**config.mk**
```make
export PLATFORM = sky130hd
export DESIGN_NAME = seg_scan_ctrl
export DESIGN_NICKNAME = d
export VERILOG_FILES = /design/src/rtl/seg_scan_ctrl.sv
export SDC_FILE = /design/constraint.sdc
export NUM_CORES = 1
export LEC_CHECK = 0
export ABC_AREA = 1
export CORE_ASPECT_RATIO = 1.5
export CORE_MARGIN = 2
export CORE_UTILIZATION = 42
export DETAILED_ROUTE_END_ITERATION = 12
export SLEW_MARGIN = 20
export SYNTH_ARGS = -nofsm -noshare
export SYNTH_HDL_FRONTEND = slang
export SYNTH_SLANG_ARGS = --single-unit
```
**constraint.sdc**
```tcl
create_clock -name clk -period 3.58 [get_ports clk]
set_input_delay 0.716 -clock clk [delete_from_list [all_inputs] [get_ports clk]]
set_output_delay 0.716 -clock clk [all_outputs]
set_load 0.02 [all_outputs]
```
**src/rtl/seg_scan_ctrl.sv**
```systemverilog
// Multiplexed seven-segment scan controller with a double-buffered char store.
// Optional macro SEG_SCAN_LZ_BLANK_EN: blank leading zeros when a frame is committed.
module seg_scan_ctrl #(
  parameter int NUM_DIGITS       = 4,
  parameter int SCAN_DIV         = 50000,
  parameter int BLANK_CYC        = 16,
  parameter bit ANODE_ACTIVE_LOW = 1'b1
) (
  input  logic                    clk,
  input  logic                    rst,
  input  logic                    load,
  input  logic [4*NUM_DIGITS-1:0] data_in,
  output logic                    pending,
  output logic [3:0]              char,
  output logic [NUM_DIGITS-1:0]   digit_en,
  output logic                    frame_tick
);

  localparam int PW = (SCAN_DIV > 1) ? $clog2(SCAN_DIV) : 1;
  localparam int IW = (NUM_DIGITS > 1) ? $clog2(NUM_DIGITS) : 1;

  logic [PW-1:0]                presc;
  logic [IW-1:0]                idx;
  logic [NUM_DIGITS-1:0][3:0]   buffer;
  logic [NUM_DIGITS-1:0][3:0]   shadow;
  logic [NUM_DIGITS-1:0][3:0]   commit_val;
  logic [NUM_DIGITS-1:0]        onehot;
  logic [NUM_DIGITS-1:0]        en_active;
  logic                         presc_wrap;
  logic                         commit_edge;

  assign presc_wrap  = (presc == PW'(SCAN_DIV - 1));
  assign commit_edge = presc_wrap && (idx == IW'(NUM_DIGITS - 1));
  assign onehot      = {{(NUM_DIGITS-1){1'b0}}, 1'b1} << idx;
  assign en_active   = ANODE_ACTIVE_LOW ? ~onehot : onehot;

`ifdef SEG_SCAN_LZ_BLANK_EN
  // Zeros above the most significant non-zero nibble become blank; digit 0 always shows.
  always_comb begin
    logic suppress;
    suppress   = 1'b1;
    commit_val = buffer;
    for (int i = NUM_DIGITS - 1; i >= 1; i--) begin
      if (suppress && (buffer[i] == 4'h0)) commit_val[i] = 4'hF;
      else suppress = 1'b0;
    end
  end
`else
  assign commit_val = buffer;
`endif

  always_ff @(posedge clk) begin
    if (rst) begin
      presc      <= '0;
      idx        <= '0;
      buffer     <= {NUM_DIGITS{4'hF}};
      shadow     <= {NUM_DIGITS{4'hF}};
      pending    <= 1'b0;
      char       <= 4'hF;
      digit_en   <= {NUM_DIGITS{ANODE_ACTIVE_LOW}};
      frame_tick <= 1'b0;
    end else begin
      presc <= presc_wrap ? '0 : presc + 1'b1;
      if (presc_wrap) idx <= (idx == IW'(NUM_DIGITS - 1)) ? '0 : idx + 1'b1;

      frame_tick <= commit_edge;
      if (commit_edge && pending) begin
        shadow  <= commit_val;
        pending <= 1'b0;
      end
      // A load on the commit edge lands after the commit, so pending stays set.
      if (load) begin
        buffer  <= data_in;
        pending <= 1'b1;
      end

      // char and enable both register from the same state, so they switch together.
      char     <= shadow[idx];
      digit_en <= (presc >= PW'(BLANK_CYC)) ? en_active : {NUM_DIGITS{ANODE_ACTIVE_LOW}};
    end
  end

endmodule
```
# Word level (Yosys, flattened, before mapping)

Index checks and enable logic that the tools add are counted.

Mux-type cells: 5
$lt $le $gt $ge: 2
Bitwise gates (word level): 2
Eq/ne operators: 2
Shifts and indexed selects: 1
Add/subtract/negate cells: 2
Reduce and logical (&&, ||, !) cells: 5

Operator list:

| kind                    | number |
|---|---|
| $add A16 B1 Y16 const B | 1 |
| $eq A16 B16 Y1 const B  | 1 |
| $ge A16 B5 Y1 const B   | 1 |
| $bmux W4 S2             | 1 |
| $mux W4                 | 1 |
| $not A4 Y4              | 1 |
| $reduce_or A2 Y1        | 2 |
| $shl A1 B2 Y4 const A   | 1 |
| $lt A2 B3 Y1 const B    | 1 |
| $add A2 B1 Y2 const B   | 1 |
| $eq A2 B2 Y1 const B    | 1 |
| $logic_and A1 B1 Y1     | 2 |
| $mux W1                 | 2 |
| $mux W2                 | 1 |
| $reduce_bool A2 Y1      | 1 |
| $not A1 Y1              | 1 |

Bits in registers: 60
Input port bits: 19
Output and inout bits: 10
Word-level logic and storage cells: 33

# Longest topological paths before layout

Depth after elaboration: 5
Depth in mapped cells: 9
Depth with buffers taken out: 9

# Worst setup path after synthesis

Ideal clock, no wire load.

Path kind: input to register
From: input port load
To: register buffer[0] (netlist name)
Stages: 5
Library setup time: 0.124 ns
Setup slack: 2.094 ns
Path buffers: 2
Required time: 3.456 ns
Arrival time: 1.362 ns
Path through: buf_2 > clkinv_1 > clkbuf_1 > nand2_1 > nand3_1

RTL lines:

| item                 | RTL line | text |
|---|---|---|
| start, declared      | 11       | `input logic load,` |
| end signal, assigned | 56       | `buffer <= {NUM_DIGITS{4'hF}};` |
| end signal, assigned | 73       | `buffer <= data_in;` |
| end, declared        | 24       | `logic [NUM_DIGITS-1:0][3:0] buffer;` |

==> results.md <==
* Root Driver: clkbuf_8
* Die W at ~68 microns
* Die height at between 90 and 100 microns
* Final Total Pwr at about 1.4 mW
* Most frequent cells in the layout: nand2_1 (74), dfxtp_1 (60), nand3_1 (41)
* GRT Residual Overflow at 0
* Synthesized cell area at 2560 sq um
* Static Leak at 1.29 nW
* First-pass GRT wire length at 8740 microns
* Min cycle time layout at 2090 ps
* Clk_skew at 5.00 ps
* RSZ-0062 raised after global routing: no
* Area grow syn2layout at 20.3%
* GRT Total Usage at 0.174
* PostCTS Resize Cnt at 0
* Pin count of the biggest net entering global routing at 22
* # Post-CTS Setup Buffers at 0
* Initial Util at 0.439
* Iteration-0 DRC Markers at 118
* DR pass1 iterations at 4
* #FFs+latches synth at 60
* Count of warnings emitted by yosys at 0
* Worst-path clk slew at 60 ps
* # fillers at 547
* WL per Instance at 11.8 microns
* Worst-Margin Slew at 754 ps
* Vias in the first global route at 1986
* Final setup TNS at 0 ps
* Crit path kind: input port to register
* Post-DR vias/cell at 5.13
* TritonCTS clock tree: done
* Input/output buffers at 28
* HPWL after detailed placement at 3700 microns
* Core area at 5830 sq um
* Crit. End Element: register
* Post-synthesis cell count at 318
* Final Max Tran Viols at 0
* Seq/Total Area, Yosys at 0.469
* Clock Latency Late Sink at 340 ps
* Total clock buffers created by CTS at 9
* Hold Fails Final Rpt at 0
* Ant diodes at 0
* I/O pins at 29
* Layout cells sized above 1 at 0.117
* Area occupied by multi-input gates at approximately 1200 sq um
* Max VDD drop at ~0.28 mV
* Status: finished clean
* Non-filler cells, final at 421
* CP arrival at 2310 ps
* Critical Path Start Type: input port
* Post-route ant nets at 0
* Top-area cell type share of the netlist area at 0.469
* Slew headroom at 0.498
* Max-Cap Viols at 0
* Drc violations at 0
* Wirelength, routed at around 5000 microns
* Tightest Hold Check Type: register to register
* Power per Cell Area at roughly 460 nW/um^2
* Commonest non-fill, non-tap cell in the layout: nand2_1
* Post-Syn Nets at about 340
* Dominant cell type by area after synthesis: dfxtp_1
* Vias at around 2200
* GPL Wtd Cong at 0.792
* # H-tree levels at 3
* Placement row count at 34
* Clock Sinks at 60
* Top cells by area, synth: dfxtp_1 (47%), nand2_1 (11%), nand3_1 (8.0%), nand4_1 (4.6%), nor2_1 (3.2%)
* Hold_buf cts at 0
* Register area at 1200 sq um
* Initial antenna violation count at 0
* Syn_area_per_cell at 8.05 sq um
* Crit Path Max Fanout at 17
* Die area at 6750 sq um
* Tcrit/Tclk final at 0.585
* Final setup vio count at 0
* Post-route design area at 3080 sq um
* Post-DP Area at roughly 2900 sq um
* Nets@finish at 369
* Worst EP required at 3800 ps
* F_max at 478 MHz
* Cell variety after synth at 30
* Number of buffers on the longest clock path at 2
* Placed cells at 405
## cell usage after synthesis
library cell / number
o21ai_0: 9
xnor2_1: 1
nand3b_1: 1
nor2_4: 3
nand2_1: 74
a21oi_1: 11
clkbuf_1: 6
nand3_1: 41
buf_2: 6
nand2_2: 4
xor2_1: 3
nor2_1: 22
nand3_2: 2
inv_1: 16
nor2_2: 5
nor3b_1: 2
nand4_1: 19
or2_2: 5
nor3_1: 2
ha_1: 6
dfxtp_1: 60
o21a_1: 1
or2_0: 1
clkinv_1: 3
nand4_4: 1
nand2_4: 1
o211ai_1: 8
nor2_8: 1
buf_6: 3
clkinv_2: 1
## path summary, 6_finish.rpt
| path | from | to | slack, ps | cells past startpoint |
|---|---|---|---|---|
| hold reg to reg | buffer[6]$_SDFFE_PP1P_ | buffer[6]$_SDFFE_PP1P_ | 460 | 2 |
| setup / recovery | load | buffer[9]$_SDFFE_PP1P_ | 1490 | 4 |
| setup reg to reg | idx[0]$_SDFFE_PP0N_ | shadow[6]$_SDFFE_PP1P_ | 1610 | 4 |
| hold / removal | buffer[6]$_SDFFE_PP1P_ | buffer[6]$_SDFFE_PP1P_ | 460 | 2 |
## cell type report
type                       count  share of cell area
clock inverter                 3              0.0138
multi-input combinational    223               0.388
clock buffer                  13              0.0581
sequential                    60               0.390
tap                           72              0.0293
inverter                      20              0.0248
timing repair buffer          30              0.0959
## cell families after synthesis
family / share of synthesized area
XOR/XNOR: 0.0137
AO/OA/AOI/OAI: 0.0655
AND/OR/NAND/NOR: 0.358
adder cells (fa/ha/maj): 0.0293
flip-flops: 0.469
buffers and inverters: 0.0636
## worst max-delay path, stage by stage
cell	delay (ps)
clkdlybuf4s50_1	790
clkinv_1	530
nand2_1	180
nand3_1	90
## routing by layer
metal,GRT usage,vias up,part of all wire
li1,-,1117,-
met1,0.172,981,0.39
met2,0.313,50,0.53
met3,0.0475,12,0.045
met4,0.0942,0,0.027
met5,0,-,0
## sequential cells by signal (all words and copies together) (netlist names)
| name | count |
|---|---|
| buffer | 16 |
| presc | 16 |
| shadow | 16 |
| char | 4 |
| digit_en | 4 |
| idx | 2 |
| frame_tick | 1 |
| pending | 1 |
## metrics by stage
step	util	hold WS, ps	worst slack [ps]
after floorplan	-	429	2090
after global placement	0.490	440	1150
after detailed placement	0.490	444	1070
after CTS	0.528	461	1440
after global routing	0.528	482	1250
final	0.528	462	1490
## where the power goes
group | internal, mW | switching, mW | leakage [nW] | total, mW
sequential | 0.684 | 0.00931 | 0.490 | 0.693
combinational | 0.0316 | 0.0338 | 0.685 | 0.0654
clock | 0.396 | 0.257 | 0.112 | 0.653
No activity file was read; power rests on OpenSTA's default activity.
==> edit (same settings) <==
Add an input register stage for `load` and `data_in`; this delays them by one clock.
--- a/src/rtl/seg_scan_ctrl.sv
+++ b/src/rtl/seg_scan_ctrl.sv
@@ -19,4 +19,12 @@
   localparam int PW = (SCAN_DIV > 1) ? $clog2(SCAN_DIV) : 1;
   localparam int IW = (NUM_DIGITS > 1) ? $clog2(NUM_DIGITS) : 1;
+
+  logic load_q;
+  logic [4*NUM_DIGITS-1:0] data_q;
+
+  always_ff @(posedge clk) begin
+    load_q <= load;
+    data_q <= data_in;
+  end
 
   logic [PW-1:0]                presc;
@@ -70,6 +78,6 @@
       end
       // A load on the commit edge lands after the commit, so pending stays set.
-      if (load) begin
-        buffer  <= data_in;
+      if (load_q) begin
+        buffer  <= data_q;
         pending <= 1'b1;
       end
Function: changed (Yosys sat finds a counterexample within 4 cycles, from zero or initial values and one cycle with rst high).
==> edit against the original RTL <==
- final area grew 12%
- sequential power grew 30%
- power grew 18%
- synthesized cell count grew 8.5%
- routed wire length grew 8.4%
- final cell count grew 7.8%
- sequential cell count grew 17
- area after synthesis grew 14%
- setup slack lost 0.49 ns
==> edit: results (changes against the original RTL) <==
- Worst-Margin Slew: 0.717 ns (-0.0369 ns)
- Layout Skew: 0.00890 ns (+0.00390 ns)
- Layout cells sized above 1: 9.84% (-1.9 points)
- Commonest cells post-synth: dfxtp_1, nand2_1, nand3_1, nor2_1, nand4_1
- Gp weighted congestion: 0.853 (+7.7%)
- R2R Path End: shadow[12]
- Fin Hold WS: 0.440 ns (-0.0216 ns)
- Root Buffer: clkbuf_8
- Post-CTS setup buffers: 0 (unchanged)
- R2R Setup Slk: 1.79 ns (+0.18 ns)
- Prevailing post-synth register cell: dfxtp_1
- Pint: 1.31 mW (+17%)
- Dpl hpwl: 3970 um (+7.3%)
- Yosys warns: 0 (unchanged)
- Total CTS buffers: 9 (unchanged)
- CTS H-tree depth: 3 (unchanged)
- RR Startpoint: idx[0]
- R2r worst-path depth: 4 (unchanged)
- Leakage: 1.39 nW (+7.9%)
- DRT Wirelength: 5390 um (+8.4%)
- Worst Path Arrival: 1.86 ns (-0.45 ns)
- Distinct cell type count after synthesis: 30 (unchanged)
- Top post-synthesis cells by area: dfxtp_1, nand2_1, nand3_1, nand4_1, nor2_1
- Syn_nets: 370 (+7.9%)
- Peak supply drop: 0.298 mV (+5.5%)
- # nets final: 396 (+7.3%)
- Vias: 2231 (+3.3%)
- Crit path max fanout: 19 (+2)
- Sequential element share of the synthesized area: 52.7% (+5.7 points)
- Longest Clk Path Bufs: 2 (unchanged)
- Worst Hold Path Cells: 2 (unchanged)
- Worst min-delay path class: reg2reg
- Largest net degree at the start of global routing: 23 (+4.5%)
- Clock-pin slew on the worst setup and hold paths: 0.08 ns (+0.02 ns)
- Outcome: finished, final reports clean
- Top delay family on crit path: flip-flops
- First-pass GRT wire length: 9680 um (+11%)
- Overall routing resource usage: 16.5% (-0.90 points)
- Initial antenna violation count: 0 (unchanged)
- Port buffer count: 28 (unchanged)
- Clock Latency Late Sink: 0.34 ns (about the same)
- Max incr delay on CP: 0.79 ns (about the same)
- Slowest CP cell: dfxtp_1
- Async set or reset register ratio after synthesis: 0% (unchanged)
- Diodes inserted: 0 (unchanged)
- Min-Delay Endpoint: buffer[15]
- Post_cts resized: 0 (unchanged)
- Worst Hold Launch: data_q[15]
- Iter 0 DRT Violations: 63 (-47%)
- 1st-pass router iterations: 4 (unchanged)
## edit: cell count changes in the layout (fill, tap and decap cells not counted), moves of 2 or more
cell	delta
o21ai_0	-2
nand2_2	-2
inv_1	+4
nor3_1	+3
dfxtp_1	+17
clkbuf_8	-4
nand4_1	+2
nand3_1	+2
nor2_1	+9
nor2_2	-3
nor3b_1	-2
## edit: worst max path at each step
stage                       start         to
after floorplan               rst  buffer[0]
after global placement        rst   presc[2]
after detailed placement      rst   presc[7]
after CTS                 pending    pending
after global routing      pending    pending
final                     pending    pending
## edit: power groups by stage
stage	Clock [mW]	Combinational [mW]	Sequential [mW]
after global placement	0	0.0568	0.919
final	0.703	0.0568	0.900
after global routing	0.774	0.0662	0.904
after floorplan	0	0.0384	0.912
after CTS	0.733	0.0581	0.900
after detailed placement	0	0.0578	0.920
## edit: final cells by class
type / count / area (um^2)
clock buffer: 10 / 128
clock inverter: 6 / 86.3
fill: 658 / 3360
inverter: 24 / 91.3
multi-input combinational: 229 / 1210
sequential: 77 / 1540
tap: 78 / 97.6
timing repair buffer: 30 / 295
## edit: stage by stage
step | std cells | instance area [um^2] | worst slack [ns]
final | 454 | 3450 | 0.999
after detailed placement | 438 | 3230 | 1.27
after global routing | 454 | 3450 | 0.883
after global placement | 438 | 3230 | 1.32
after CTS | 454 | 3450 | 0.960
after floorplan | 345 | 2930 | 2.10
## edit: cell families (layout without fill, tap and decap cells)
group / count (synthesis) / in the layout / synth area share, %
simple gates: 193 / 193 / 32.4
fa+ha+maj: 6 / 6 / 2.57
compound gates: 27 / 27 / 5.34
buf+inv: 39 / 70 / 6.11
flops: 77 / 77 / 52.7
xor+xnor: 3 / 3 / 0.898
## edit: worst register-to-register path: cells and delay by family (launching register included)
kind | cells | cell delay (ns)
fa+ha+maj | 1 | 0.56
simple gates | 3 | 0.51
flops | 1 | 0.58
## edit: metal layers
layer	wire (um)	GRT usage, %
met1	2190	17.3
met2	2990	29.1
met3	158	5.12
met4	58	7.68
met5	0	0
